<file path="src/rtl/ysyx_210544_cache_line_xfer_pkg.sv">
// rtl/ysyx_210544_cache_line_xfer_pkg.sv - shared constants and types for the cache line transfer engine
package ysyx_210544_cache_line_xfer_pkg;

    // AXI size codes: word for the narrow region, doubleword for a 64-bit bus
    localparam logic [2:0] SIZE_W = 3'd2;
    localparam logic [2:0] SIZE_D = 3'd3;

    // addr[31:28] value that marks the narrow (flash) region
    localparam logic [3:0] NARROW_TAG_DFLT = 4'h3;

    // FSM state encodings
    localparam logic [1:0] XFER_IDLE = 2'd0;
    localparam logic [1:0] XFER_BUSY = 2'd1;
    localparam logic [1:0] XFER_ACK  = 2'd2;
    localparam logic [1:0] XFER_WAIT = 2'd3;

    // request attributes captured when leaving IDLE
    typedef struct packed {
        logic op;
        logic narrow;
    } xfer_req_t;

    // line-aligned base address: clear the offset bits within one line
    function automatic logic [63:0] line_base(input logic [63:0] addr, input int line_bytes);
        return addr & ~(64'(line_bytes) - 64'd1);
    endfunction

endpackage

</file>
<file path="src/rtl/ysyx_210544_cache_line_xfer_if.sv">
// rtl/ysyx_210544_cache_line_xfer_if.sv - cache-side and AXI-side signal bundle of the line transfer engine
interface ysyx_210544_cache_line_xfer_if #(
    parameter int LINE_W = 512,
    parameter int BUS_W  = 64
);
    logic              i_cache_req;
    logic              i_cache_op;
    logic [63:0]       i_cache_addr;
    logic [LINE_W-1:0] i_cache_wdata;
    logic [LINE_W-1:0] o_cache_rdata;
    logic              o_cache_ack;
    logic              o_cache_err;

    logic              o_axi_valid;
    logic              i_axi_ready;
    logic              o_axi_op;
    logic [63:0]       o_axi_addr;
    logic [BUS_W-1:0]  o_axi_wdata;
    logic [BUS_W-1:0]  i_axi_rdata;
    logic              i_axi_err;
    logic [2:0]        o_axi_size;
    logic [7:0]        o_axi_blks;

    // engine view
    modport slave (
        input  i_cache_req, i_cache_op, i_cache_addr, i_cache_wdata,
        input  i_axi_ready, i_axi_rdata, i_axi_err,
        output o_cache_rdata, o_cache_ack, o_cache_err,
        output o_axi_valid, o_axi_op, o_axi_addr, o_axi_wdata, o_axi_size, o_axi_blks
    );

    // environment view (cache controller plus AXI bridge)
    modport master (
        output i_cache_req, i_cache_op, i_cache_addr, i_cache_wdata,
        output i_axi_ready, i_axi_rdata, i_axi_err,
        input  o_cache_rdata, o_cache_ack, o_cache_err,
        input  o_axi_valid, o_axi_op, o_axi_addr, o_axi_wdata, o_axi_size, o_axi_blks
    );
endinterface

</file>
<file path="src/rtl/ysyx_210544_cache_line_xfer_beat_mux.sv">
// rtl/ysyx_210544_cache_line_xfer_beat_mux.sv - selects write beat k out of a cache line
module ysyx_210544_line_beat_mux #(
    parameter int LINE_W   = 512,
    parameter int BUS_W    = 64,
    parameter int NARROW_W = 32,
    parameter int K_W      = 4
) (
    input  logic [LINE_W-1:0] line,
    input  logic [K_W-1:0]    k,
    input  logic              narrow,
    output logic [BUS_W-1:0]  beat
);
    localparam int NW = LINE_W / NARROW_W;
    localparam int NB = LINE_W / BUS_W;

    // narrow words sit zero-extended in the low lanes; normal beats use the full bus
    always_comb begin
        beat = '0;
        if (narrow) begin
            for (int i = 0; i < NW; i++) begin
                if (int'(k) == i) beat[NARROW_W-1:0] = line[i*NARROW_W +: NARROW_W];
            end
        end else begin
            for (int i = 0; i < NB; i++) begin
                if (int'(k) == i) beat = line[i*BUS_W +: BUS_W];
            end
        end
    end
endmodule

</file>
<file path="src/rtl/ysyx_210544_cache_line_xfer.sv">
// rtl/ysyx_210544_cache_line_xfer.sv - moves one cache line between the cache controller and the AXI bridge
module ysyx_210544_cache_line_xfer
    import ysyx_210544_cache_line_xfer_pkg::*;
#(
    parameter int         LINE_W     = 512,
    parameter int         BUS_W      = 64,
    parameter int         NARROW_W   = 32,
    parameter logic [3:0] NARROW_TAG = NARROW_TAG_DFLT
) (
    input logic                         clk,
    input logic                         rst,
    ysyx_210544_cache_line_xfer_if.slave bus
);
    localparam int NW    = LINE_W / NARROW_W;
    localparam int NB    = LINE_W / BUS_W;
    localparam int WI_W  = $clog2(NW);
    localparam int CNT_W = WI_W + 1;
    localparam logic [CNT_W-1:0] LAST_N = CNT_W'(NW - 1);
    localparam logic [CNT_W-1:0] LAST_D = CNT_W'(NB - 1);
    localparam logic [7:0]       BLKS_D = 8'(NB - 1);
    localparam logic [2:0]       SIZE_BUS = (BUS_W == 64) ? SIZE_D : SIZE_W;

    logic [1:0]        state;
    logic [CNT_W-1:0]  cnt;
    logic              err_q;
    xfer_req_t         req_q;
    logic [LINE_W-1:0] line_q;
    logic [LINE_W-1:0] rdata_q;
    logic [63:0]       addr_q;
    logic [BUS_W-1:0]  wbeat;
    logic              hs;
    logic              last;

    assign hs   = (state == XFER_BUSY) && bus.i_axi_ready;
    assign last = (cnt == (req_q.narrow ? LAST_N : LAST_D));

    // control FSM: latch the request, step through the beats, pulse ack, then wait for req to drop
    always_ff @(posedge clk) begin
        if (rst) begin
            state  <= XFER_IDLE;
            cnt    <= '0;
            err_q  <= 1'b0;
            req_q  <= '0;
            line_q <= '0;
            addr_q <= '0;
        end else begin
            case (state)
                XFER_IDLE: begin
                    if (bus.i_cache_req) begin
                        state        <= XFER_BUSY;
                        cnt          <= '0;
                        err_q        <= 1'b0;
                        req_q.op     <= bus.i_cache_op;
                        req_q.narrow <= (bus.i_cache_addr[31:28] == NARROW_TAG);
                        addr_q       <= line_base(bus.i_cache_addr, LINE_W / 8);
                        line_q       <= bus.i_cache_wdata;
                    end
                end
                XFER_BUSY: begin
                    if (hs) begin
                        cnt   <= cnt + CNT_W'(1);
                        err_q <= err_q | bus.i_axi_err;
                        // narrow region issues one single-word transaction per beat
                        if (req_q.narrow) addr_q <= addr_q + 64'd4;
                        if (last) state <= XFER_ACK;
                    end
                end
                XFER_ACK: state <= XFER_WAIT;
                default: begin
                    if (!bus.i_cache_req) state <= XFER_IDLE;
                end
            endcase
        end
    end

    // assemble the read line one beat at a time in each handshake cycle
    always_ff @(posedge clk) begin
        if (rst) begin
            rdata_q <= '0;
        end else if (hs && !req_q.op) begin
            for (int i = 0; i < NW; i++) begin
                if (req_q.narrow && int'(cnt) == i)
                    rdata_q[i*NARROW_W +: NARROW_W] <= bus.i_axi_rdata[NARROW_W-1:0];
            end
            for (int i = 0; i < NB; i++) begin
                if (!req_q.narrow && int'(cnt) == i)
                    rdata_q[i*BUS_W +: BUS_W] <= bus.i_axi_rdata;
            end
        end
    end

    ysyx_210544_line_beat_mux #(
        .LINE_W  (LINE_W),
        .BUS_W   (BUS_W),
        .NARROW_W(NARROW_W),
        .K_W     (WI_W)
    ) u_beat_mux (
        .line  (line_q),
        .k     (cnt[WI_W-1:0]),
        .narrow(req_q.narrow),
        .beat  (wbeat)
    );

    assign bus.o_axi_valid   = (state == XFER_BUSY);
    assign bus.o_cache_ack   = (state == XFER_ACK);
    assign bus.o_cache_err   = (state == XFER_ACK) && err_q;
    assign bus.o_cache_rdata = rdata_q;
    assign bus.o_axi_op      = req_q.op;
    assign bus.o_axi_addr    = addr_q;
    assign bus.o_axi_wdata   = wbeat;
    assign bus.o_axi_size    = req_q.narrow ? SIZE_W : SIZE_BUS;
    assign bus.o_axi_blks    = req_q.narrow ? 8'd0 : BLKS_D;
endmodule
</file>
<file path="src/flat_wrapper.sv">
// flat-port wrapper written by rule: the top's interface ports become plain ports
module ysyx_210544_cache_line_xfer_flat import ysyx_210544_cache_line_xfer_pkg::*;
#(
    parameter int         LINE_W     = 512,
    parameter int         BUS_W      = 64,
    parameter int         NARROW_W   = 32,
    parameter logic [3:0] NARROW_TAG = NARROW_TAG_DFLT
)
  (clk, rst, bus_i_cache_req, bus_i_cache_op, bus_i_cache_addr, bus_i_cache_wdata, bus_i_axi_ready, bus_i_axi_rdata, bus_i_axi_err, bus_o_cache_rdata, bus_o_cache_ack, bus_o_cache_err, bus_o_axi_valid, bus_o_axi_op, bus_o_axi_addr, bus_o_axi_wdata, bus_o_axi_size, bus_o_axi_blks);
  ysyx_210544_cache_line_xfer_if #(.LINE_W(LINE_W), .BUS_W(BUS_W)) bus_i ();
  input logic clk;
  input logic rst;
  input wire logic [$bits(bus_i.i_cache_req)-1:0] bus_i_cache_req;
  input wire logic [$bits(bus_i.i_cache_op)-1:0] bus_i_cache_op;
  input wire logic [$bits(bus_i.i_cache_addr)-1:0] bus_i_cache_addr;
  input wire logic [$bits(bus_i.i_cache_wdata)-1:0] bus_i_cache_wdata;
  input wire logic [$bits(bus_i.i_axi_ready)-1:0] bus_i_axi_ready;
  input wire logic [$bits(bus_i.i_axi_rdata)-1:0] bus_i_axi_rdata;
  input wire logic [$bits(bus_i.i_axi_err)-1:0] bus_i_axi_err;
  output wire logic [$bits(bus_i.o_cache_rdata)-1:0] bus_o_cache_rdata;
  output wire logic [$bits(bus_i.o_cache_ack)-1:0] bus_o_cache_ack;
  output wire logic [$bits(bus_i.o_cache_err)-1:0] bus_o_cache_err;
  output wire logic [$bits(bus_i.o_axi_valid)-1:0] bus_o_axi_valid;
  output wire logic [$bits(bus_i.o_axi_op)-1:0] bus_o_axi_op;
  output wire logic [$bits(bus_i.o_axi_addr)-1:0] bus_o_axi_addr;
  output wire logic [$bits(bus_i.o_axi_wdata)-1:0] bus_o_axi_wdata;
  output wire logic [$bits(bus_i.o_axi_size)-1:0] bus_o_axi_size;
  output wire logic [$bits(bus_i.o_axi_blks)-1:0] bus_o_axi_blks;
  assign bus_i.i_cache_req = bus_i_cache_req;
  assign bus_i.i_cache_op = bus_i_cache_op;
  assign bus_i.i_cache_addr = bus_i_cache_addr;
  assign bus_i.i_cache_wdata = bus_i_cache_wdata;
  assign bus_i.i_axi_ready = bus_i_axi_ready;
  assign bus_i.i_axi_rdata = bus_i_axi_rdata;
  assign bus_i.i_axi_err = bus_i_axi_err;
  assign bus_o_cache_rdata = bus_i.o_cache_rdata;
  assign bus_o_cache_ack = bus_i.o_cache_ack;
  assign bus_o_cache_err = bus_i.o_cache_err;
  assign bus_o_axi_valid = bus_i.o_axi_valid;
  assign bus_o_axi_op = bus_i.o_axi_op;
  assign bus_o_axi_addr = bus_i.o_axi_addr;
  assign bus_o_axi_wdata = bus_i.o_axi_wdata;
  assign bus_o_axi_size = bus_i.o_axi_size;
  assign bus_o_axi_blks = bus_i.o_axi_blks;
  ysyx_210544_cache_line_xfer #(.LINE_W(LINE_W), .BUS_W(BUS_W), .NARROW_W(NARROW_W), .NARROW_TAG(NARROW_TAG)) u_core (.clk(clk), .rst(rst), .bus(bus_i));
endmodule
</file>
<file path="config.mk">
export PLATFORM = sky130hd
export DESIGN_NAME = ysyx_210544_cache_line_xfer_flat
export DESIGN_NICKNAME = d
export VERILOG_FILES = /design/src/rtl/ysyx_210544_cache_line_xfer_pkg.sv /design/src/rtl/ysyx_210544_cache_line_xfer_if.sv /design/src/rtl/ysyx_210544_cache_line_xfer_beat_mux.sv /design/src/rtl/ysyx_210544_cache_line_xfer.sv /design/src/flat_wrapper.sv
export SDC_FILE = /design/constraint.sdc
export NUM_CORES = 2
export LEC_CHECK = 0
export ABC_AREA = 1
export ABC_CLOCK_PERIOD_IN_PS = 4600
export BUFFER_PORTS_ARGS = -buffer_cell sky130_fd_sc_hd__buf_2
export CAP_MARGIN = 20
export CORE_AREA = 10 10 503 505
export DETAILED_ROUTE_END_ITERATION = 8
export DIE_AREA = 0 0 513 515
export GPL_ROUTABILITY_DRIVEN = 0
export RECOVER_POWER = 100
export SYNTH_ARGS = -nofsm -noshare
export SYNTH_HDL_FRONTEND = slang
export SYNTH_SLANG_ARGS = --single-unit
</file>
<file path="constraint.sdc">
create_clock -name clk -period 4.6 [get_ports clk]
set_input_delay 0.46 -clock clk [delete_from_list [all_inputs] [get_ports clk]]
set_output_delay 0.46 -clock clk [all_outputs]
set_load 0.01 [all_outputs]
</file>
-- Yosys cells after proc, flatten, opt, wreduce, memory -nomap -nowiden
Index checks and enable logic that the tools add are counted.
- register bits after elaboration: 1098
- output and inout bits: 655
- bits of input ports: 646
- logic and storage cells: 202
- add/sub/neg operators: 2
- reduce and logical (&&, ||, !) cells: 69
- bitwise operators: 1
- equality and inequality tests: 39
- multiplexer cells: 68
- operators with widths (cell ; count):
    64-bit two-way mux ; 19
    32-bit two-way mux ; 34
    64-bit one-hot mux with 2 select lines ; 1
    64-bit by 3-bit adder with 64-bit output, second input constant ; 1
    5-bit == test, second input constant ; 8
    2-bit AND reduction ; 17
    2-bit nonzero test ; 17
    4-bit == test, second input constant ; 8
    1-bit logical AND ; 27
    5-bit by 4-bit == test with 1-bit output, second input constant ; 4
    4-bit by 3-bit == test with 1-bit output, second input constant ; 4
    4-bit by 2-bit == test with 1-bit output, second input constant ; 3
    5-bit by 3-bit == test with 1-bit output, second input constant ; 2
    5-bit two-way mux ; 2
    5-bit one-hot mux with 2 select lines ; 1
    2-bit two-way mux ; 4
    4-bit AND reduction ; 2
    2-bit by 1-bit != test with 1-bit output, second input constant ; 3
    2-bit one-hot mux with 3 select lines ; 1
    5-bit by 1-bit adder with 5-bit output, second input constant ; 1
    5-bit by 2-bit == test with 1-bit output, second input constant ; 1
    5-bit == test ; 1
    5-bit zero test ; 1
    4-bit by 1-bit == test with 1-bit output, second input constant ; 1
    13 further kinds ; 16

-- Depth between registers and ports, before layout
- depth after elaboration: 18
- depth in mapped cells: 24
- gate-level depth less buffers: 22

-- Modules after synthesis
From an unflattened synthesis, not the netlist that was laid out.
- cell total of the unflattened synthesis: 7713
- area total of the unflattened synthesis: 51894.8 sq um
- by module, submodules not included (module ; times used ; seq. area each (sq um) ; area an instance (sq um) ; cells each):
    ysyx_210544_cache_line_xfer ; 1 ; 21941.0 ; 43950.9 ; 5932
    ysyx_210544_line_beat_mux ; 1 ; 0.0 ; 7943.9 ; 1781

-- Worst setup path after synthesis
OpenSTA, ideal clock, no wires.
- path type: register to output
- from: register u_core.cnt[1]
- to: output bus_o_axi_wdata[23]
- slack: 1.992 ns
- path buffers: 4
- stages on the path, launching flop included: 17
- arrival: 2.148 ns
- data required time: 4.140 ns
- cells stage by stage: dfxtp_1 > inv_1 > ha_1 > buf_2 > inv_2 > nor2_1 > buf_4 > buf_4 > buf_2 > nand2_1 > nand3_1 > o211ai_1 > o21ai_1 > o221ai_1 > nand3_1 > o211ai_1 > nand2_1
- word-level cells in the longest chain between the ends: 18
- elaborated cells between the ends (all ways): 41
- classes of those cells: eq/ne (15); mux (25); reduce/logical (1)
- ends and longest elaborated chain (element ; RTL line ; RTL):
    from (decl) ; ysyx_210544_cache_line_xfer.sv:24 ; logic [CNT_W-1:0] cnt;
    from (signal assigned) ; ysyx_210544_cache_line_xfer.sv:61 ; cnt <= cnt + CNT_W'(1);
    4-bit zero test ; ysyx_210544_cache_line_xfer_beat_mux.sv:21, ysyx_210544_cache_line_xfer_beat_mux.sv:25 ;
    32-bit two-way mux (16 in a row) ; ysyx_210544_cache_line_xfer_beat_mux.sv:21 ; if (int'(k) == i) beat[NARROW_W-1:0] = line[i*NARROW_W +: NARROW_W];
    32-bit two-way mux (*) ; ysyx_210544_cache_line_xfer_beat_mux.sv:19 ; if (narrow) begin
    to (decl) ; flat_wrapper.sv:26 ; output wire logic [$bits(bus_i.o_axi_wdata)-1:0] bus_o_axi_wdata;
Mark *: on every way between the ends. The rest lies on a longest branch, timed or not.

-- Final worst setup path
- from: register u_core.cnt[0]
- to: output bus_o_axi_wdata[28]
Same word-level chain as after synthesis.

==> run summary <==
Status = complete, but fails checks
# clock sinks = 1096
Clk pwr share = 31.9%
Top area cells in the synthesized netlist = dfxtp_1 (42%), o21ai_0 (11%), nor2_1 (9.2%)
Die area = 0.264 sq mm
Synth Cell Area = 0.0526 sq mm
# rows = 181
Failing checks = capacitance limit, slew limit
Post-synth top area share = 41.7%
Number of fill cells = 26800
Period Utilization, post-route = 95.4%
Largest net degree at the start of global routing = 189
Comb pwr share = 33.9%
First-pass GRT wire length = 474000 um
Yosys top cell by area = dfxtp_1
Gate Count Post-Synth = 7762
Crit Path Class = register to primary output
Kind of start point of the critical path = register
Core Util, Final = 29.6%
Fin nets = 9862
Internal power = 21.7 mW
Post-synth cell types = 51
Number of max-cap violations = 1
Vias in the first global route = 57600
Final WL = 352000 um
Unrepaired setup endpoints after global routing = true
Clock transition at path regs = 60 ps
P&R area growth vs syn = 36.3%
Slowest-stage cell, CP = dfxtp_1
Final Hold Violating Endpoints = 0
# IOs = 1301
Slew Viols, Final = 33
Critical Path End Type = primary output
PwrDens = 520 mW/mm^2
WP buf/inv = 5
Crit-path leading delay family = simple AND/OR/NAND/NOR gates
Core footprint = 0.243 sq mm
Starting Density = 21.7%
Clock root cell = clkbuf_16
Avg Cell Area, Syn = 6.78 sq um
Peak Freq = 228 MHz
TritonRoute pass-1 iters = 8
Sequential area share after synthesis = 41.7%
Die Wd = 513 um
Syn. warnings = 0
Routed Antenna Nets = 0
Via count = 61800
First DRT Iteration DRCs = 7617
Part of the power in registers = 34.3%
Global-route usage over all layers = 25.1%
Initial antenna violation count = 119
Clock buffer depth = 3
Worst-Skew Late Latency = 840 ps
H-tree Lvls = 4
Clock buffer count from CTS = 138
TritonCTS clock tree = built
Leakage = 28.5 nW
Psw = 15.6 mW
Critical Path AT = 3930 ps
Worst Skew = 70.1 ps
Final Setup Violations = 0
Routed WL per cell = 28.0 um
Share of cells above drive strength 1 = 12.5%
Most frequent CP cell = nand2_1
Critical-path cell list = inv_1 > ha_2 > inv_1 > nor2_4 > buf_4 > buf_4 > nand3_1 > nand3_1 > nand2_1 > nand3b_1 > nand2_1 > nand2_1 > nand2_2 > nand2_1 > nand3_1 > nand3_1 > nand2_1 > nand2_1 > nand2_1 > nand2_1 > nand2_1 > nand2_1 > buf_2
Post-DR vias/cell = 4.92
Crit Path Max Fanout = 6
Hold slack = 65.5 ps
Hold WC Path Type = input pin to register
Remaining Overflow, GRT = 0
PortBufs = 1285
DRC Markers = 0
Worst path max stage delay = 370 ps
Worst-Margin Slew = 1940 ps
Tmin final = 4390 ps
Die H = 515 um
Slew headroom = -29.6%
CP Data Required Time = 4140 ps
Max IR drop VDD = 0.000317 V
#FFs+latches synth = 1096
Sw Share = 41.9%
Hpwl dp = 266000 um
==> layout by cell type (no fill, tap or decap), types with 138 or more instances in the layout <==
cell	synthesis	final
a211oi_1	292	292
a21oi_1	651	650
buf_2	85	702
clkbuf_1	518	597
clkbuf_16	0	138
dfxtp_1	1096	1094
dlygate4sd3_1	0	525
inv_1	736	731
nand2_1	1112	1104
nand3_1	266	252
nor2_1	1288	1280
o21ai_0	1128	1128
==> what timing repair did <==
action                                  in CTS  in global routing
hold buffers                               525                  0
endpoints found under the setup margin      12                 29
pin swaps                                    2                  4
cloned                                       1                  0
setup buffers                                1                 10
hold endpoints to repair                   533                  0
gates resized for setup                      3                 30
==> final cells by class <==
| class | instances | area (sq um) | share of cell area (%) |
|---|---|---|---|
| Antenna cell | 60 | 150 | 0.209 |
| Clock buffer | 173 | 3760 | 5.25 |
| Clock inverter | 68 | 1150 | 1.60 |
| Inverter | 752 | 2860 | 3.99 |
| Multi-Input combinational cell | 5275 | 25600 | 35.6 |
| Sequential cell | 1096 | 21900 | 30.6 |
| Tap cell | 3202 | 4010 | 5.58 |
| Timing Repair Buffer | 1943 | 12300 | 17.2 |
==> flip-flops by register name, summed over array words and instances (netlist names) <==
register                  flops
u_core.bus.o_cache_rdata    512
u_core.line_q               512
u_core.bus.o_axi_op           1
u_core.err_q                  1
u_core.cnt                    5
u_core.state                  2
u_core.bus.o_axi_addr        62
u_core.req_q                  1
==> worst register-to-register path, delay by kind of cell, from the launching register on <==
| kind | cells | cell delay [ps] |
|---|---|---|
| buffers and inverters | 2 | 1380 |
| AO/OA/AOI/OAI | 2 | 810 |
| AND/OR/NAND/NOR | 1 | 1370 |
| flip-flops | 1 | 360 |
| adder cells (fa/ha/maj) | 1 | 230 |
==> synth_stat cells, drive strengths merged <==
| cell | count |
|---|---|
| nor3 | 41 |
| a31oi | 67 |
| nor2 | 1300 |
| o2111ai | 14 |
| o22ai | 7 |
| or2 | 38 |
| nor4 | 8 |
| o211ai | 112 |
| xor2 | 33 |
| a41oi | 16 |
| a311oi | 1 |
| clkbuf | 519 |
| inv | 751 |
| a221oi | 18 |
| nor3b | 1 |
| dfxtp | 1096 |
| nand3 | 269 |
| nand2 | 1113 |
| nand3b | 9 |
| and3 | 1 |
| ha | 10 |
| conb | 2 |
| clkinv | 1 |
| o221ai | 12 |
| o211a | 1 |
| a21oi | 656 |
| nand4 | 57 |
| buf | 128 |
| o21ai | 1177 |
| a211oi | 292 |
| xnor2 | 12 |
==> stage by stage <==
stage          std cells  TNS (ps)  cell area (sq um)  power (mW)  setup WS (ps)
6_report           12600         0              71800        37.3            214
4_1_cts            12500         0              72200        37.5           5.99
2_1_floorplan       7769         0              52700        19.1           1990
3_3_place_gp       11700         0              62000        25.0            754
3_5_place_dp       11700         0              62000        25.1            741
5_1_grt            12500     -80.5              71700        39.1          -28.6
==> per-layer routing <==
metal | global-route usage, % | vias to the layer above | wire length (um)
met5 | 0 | - | 174
met1 | 28.3 | 29100 | 129000
met4 | 14.6 | 28 | 23900
met2 | 42.8 | 3384 | 168000
met3 | 6.44 | 787 | 30300
li1 | - | 28500 | -
==> cells by family (layout without fill, tap and decap cells) <==
kind of cell / Yosys count / after routing / share of synthesized area (%)
flops: 1096 / 1096 / 41.7
simple gates: 2837 / 2838 / 21.8
buf+inv: 1399 / 2936 / 10.4
fa+ha+maj: 10 / 10 / 0.238
xor+xnor: 45 / 45 / 0.749
compound gates: 2373 / 2373 / 25.2
other cells: 2 / 69 / 0.0143
==> worst paths after layout <==
check / startpoint / endpoint / slack (ps) / cells past startpoint
worst max-delay path: u_core.cnt[0]$_SDFFE_PP0P_ / bus_o_axi_wdata[28] / 210 / 23
worst max register to register: u_core.state[0]$_SDFFE_PP0P_ / u_core.line_q[175]$_SDFFE_PP0P_ / 360 / 6
worst min-delay path: bus_i_axi_rdata[42] / u_core.bus.o_cache_rdata[42]$_SDFFE_PP0P_ / 70 / 3
worst min register to register: u_core.bus.o_cache_rdata[413]$_SDFFE_PP0P_ / u_core.bus.o_cache_rdata[413]$_SDFFE_PP0P_ / 450 / 2
==> power by group through the flow <==
stage	Combinational [mW]	Sequential, mW	Clock (mW)
2_1_floorplan	6.51	12.6	0
3_5_place_dp	12.2	12.9	0
4_1_cts	12.7	12.7	12.0
5_1_grt	13.7	12.9	12.4
3_3_place_gp	12.1	12.9	0
6_report	12.6	12.8	11.9
Power figures use the tool's default switching activity.
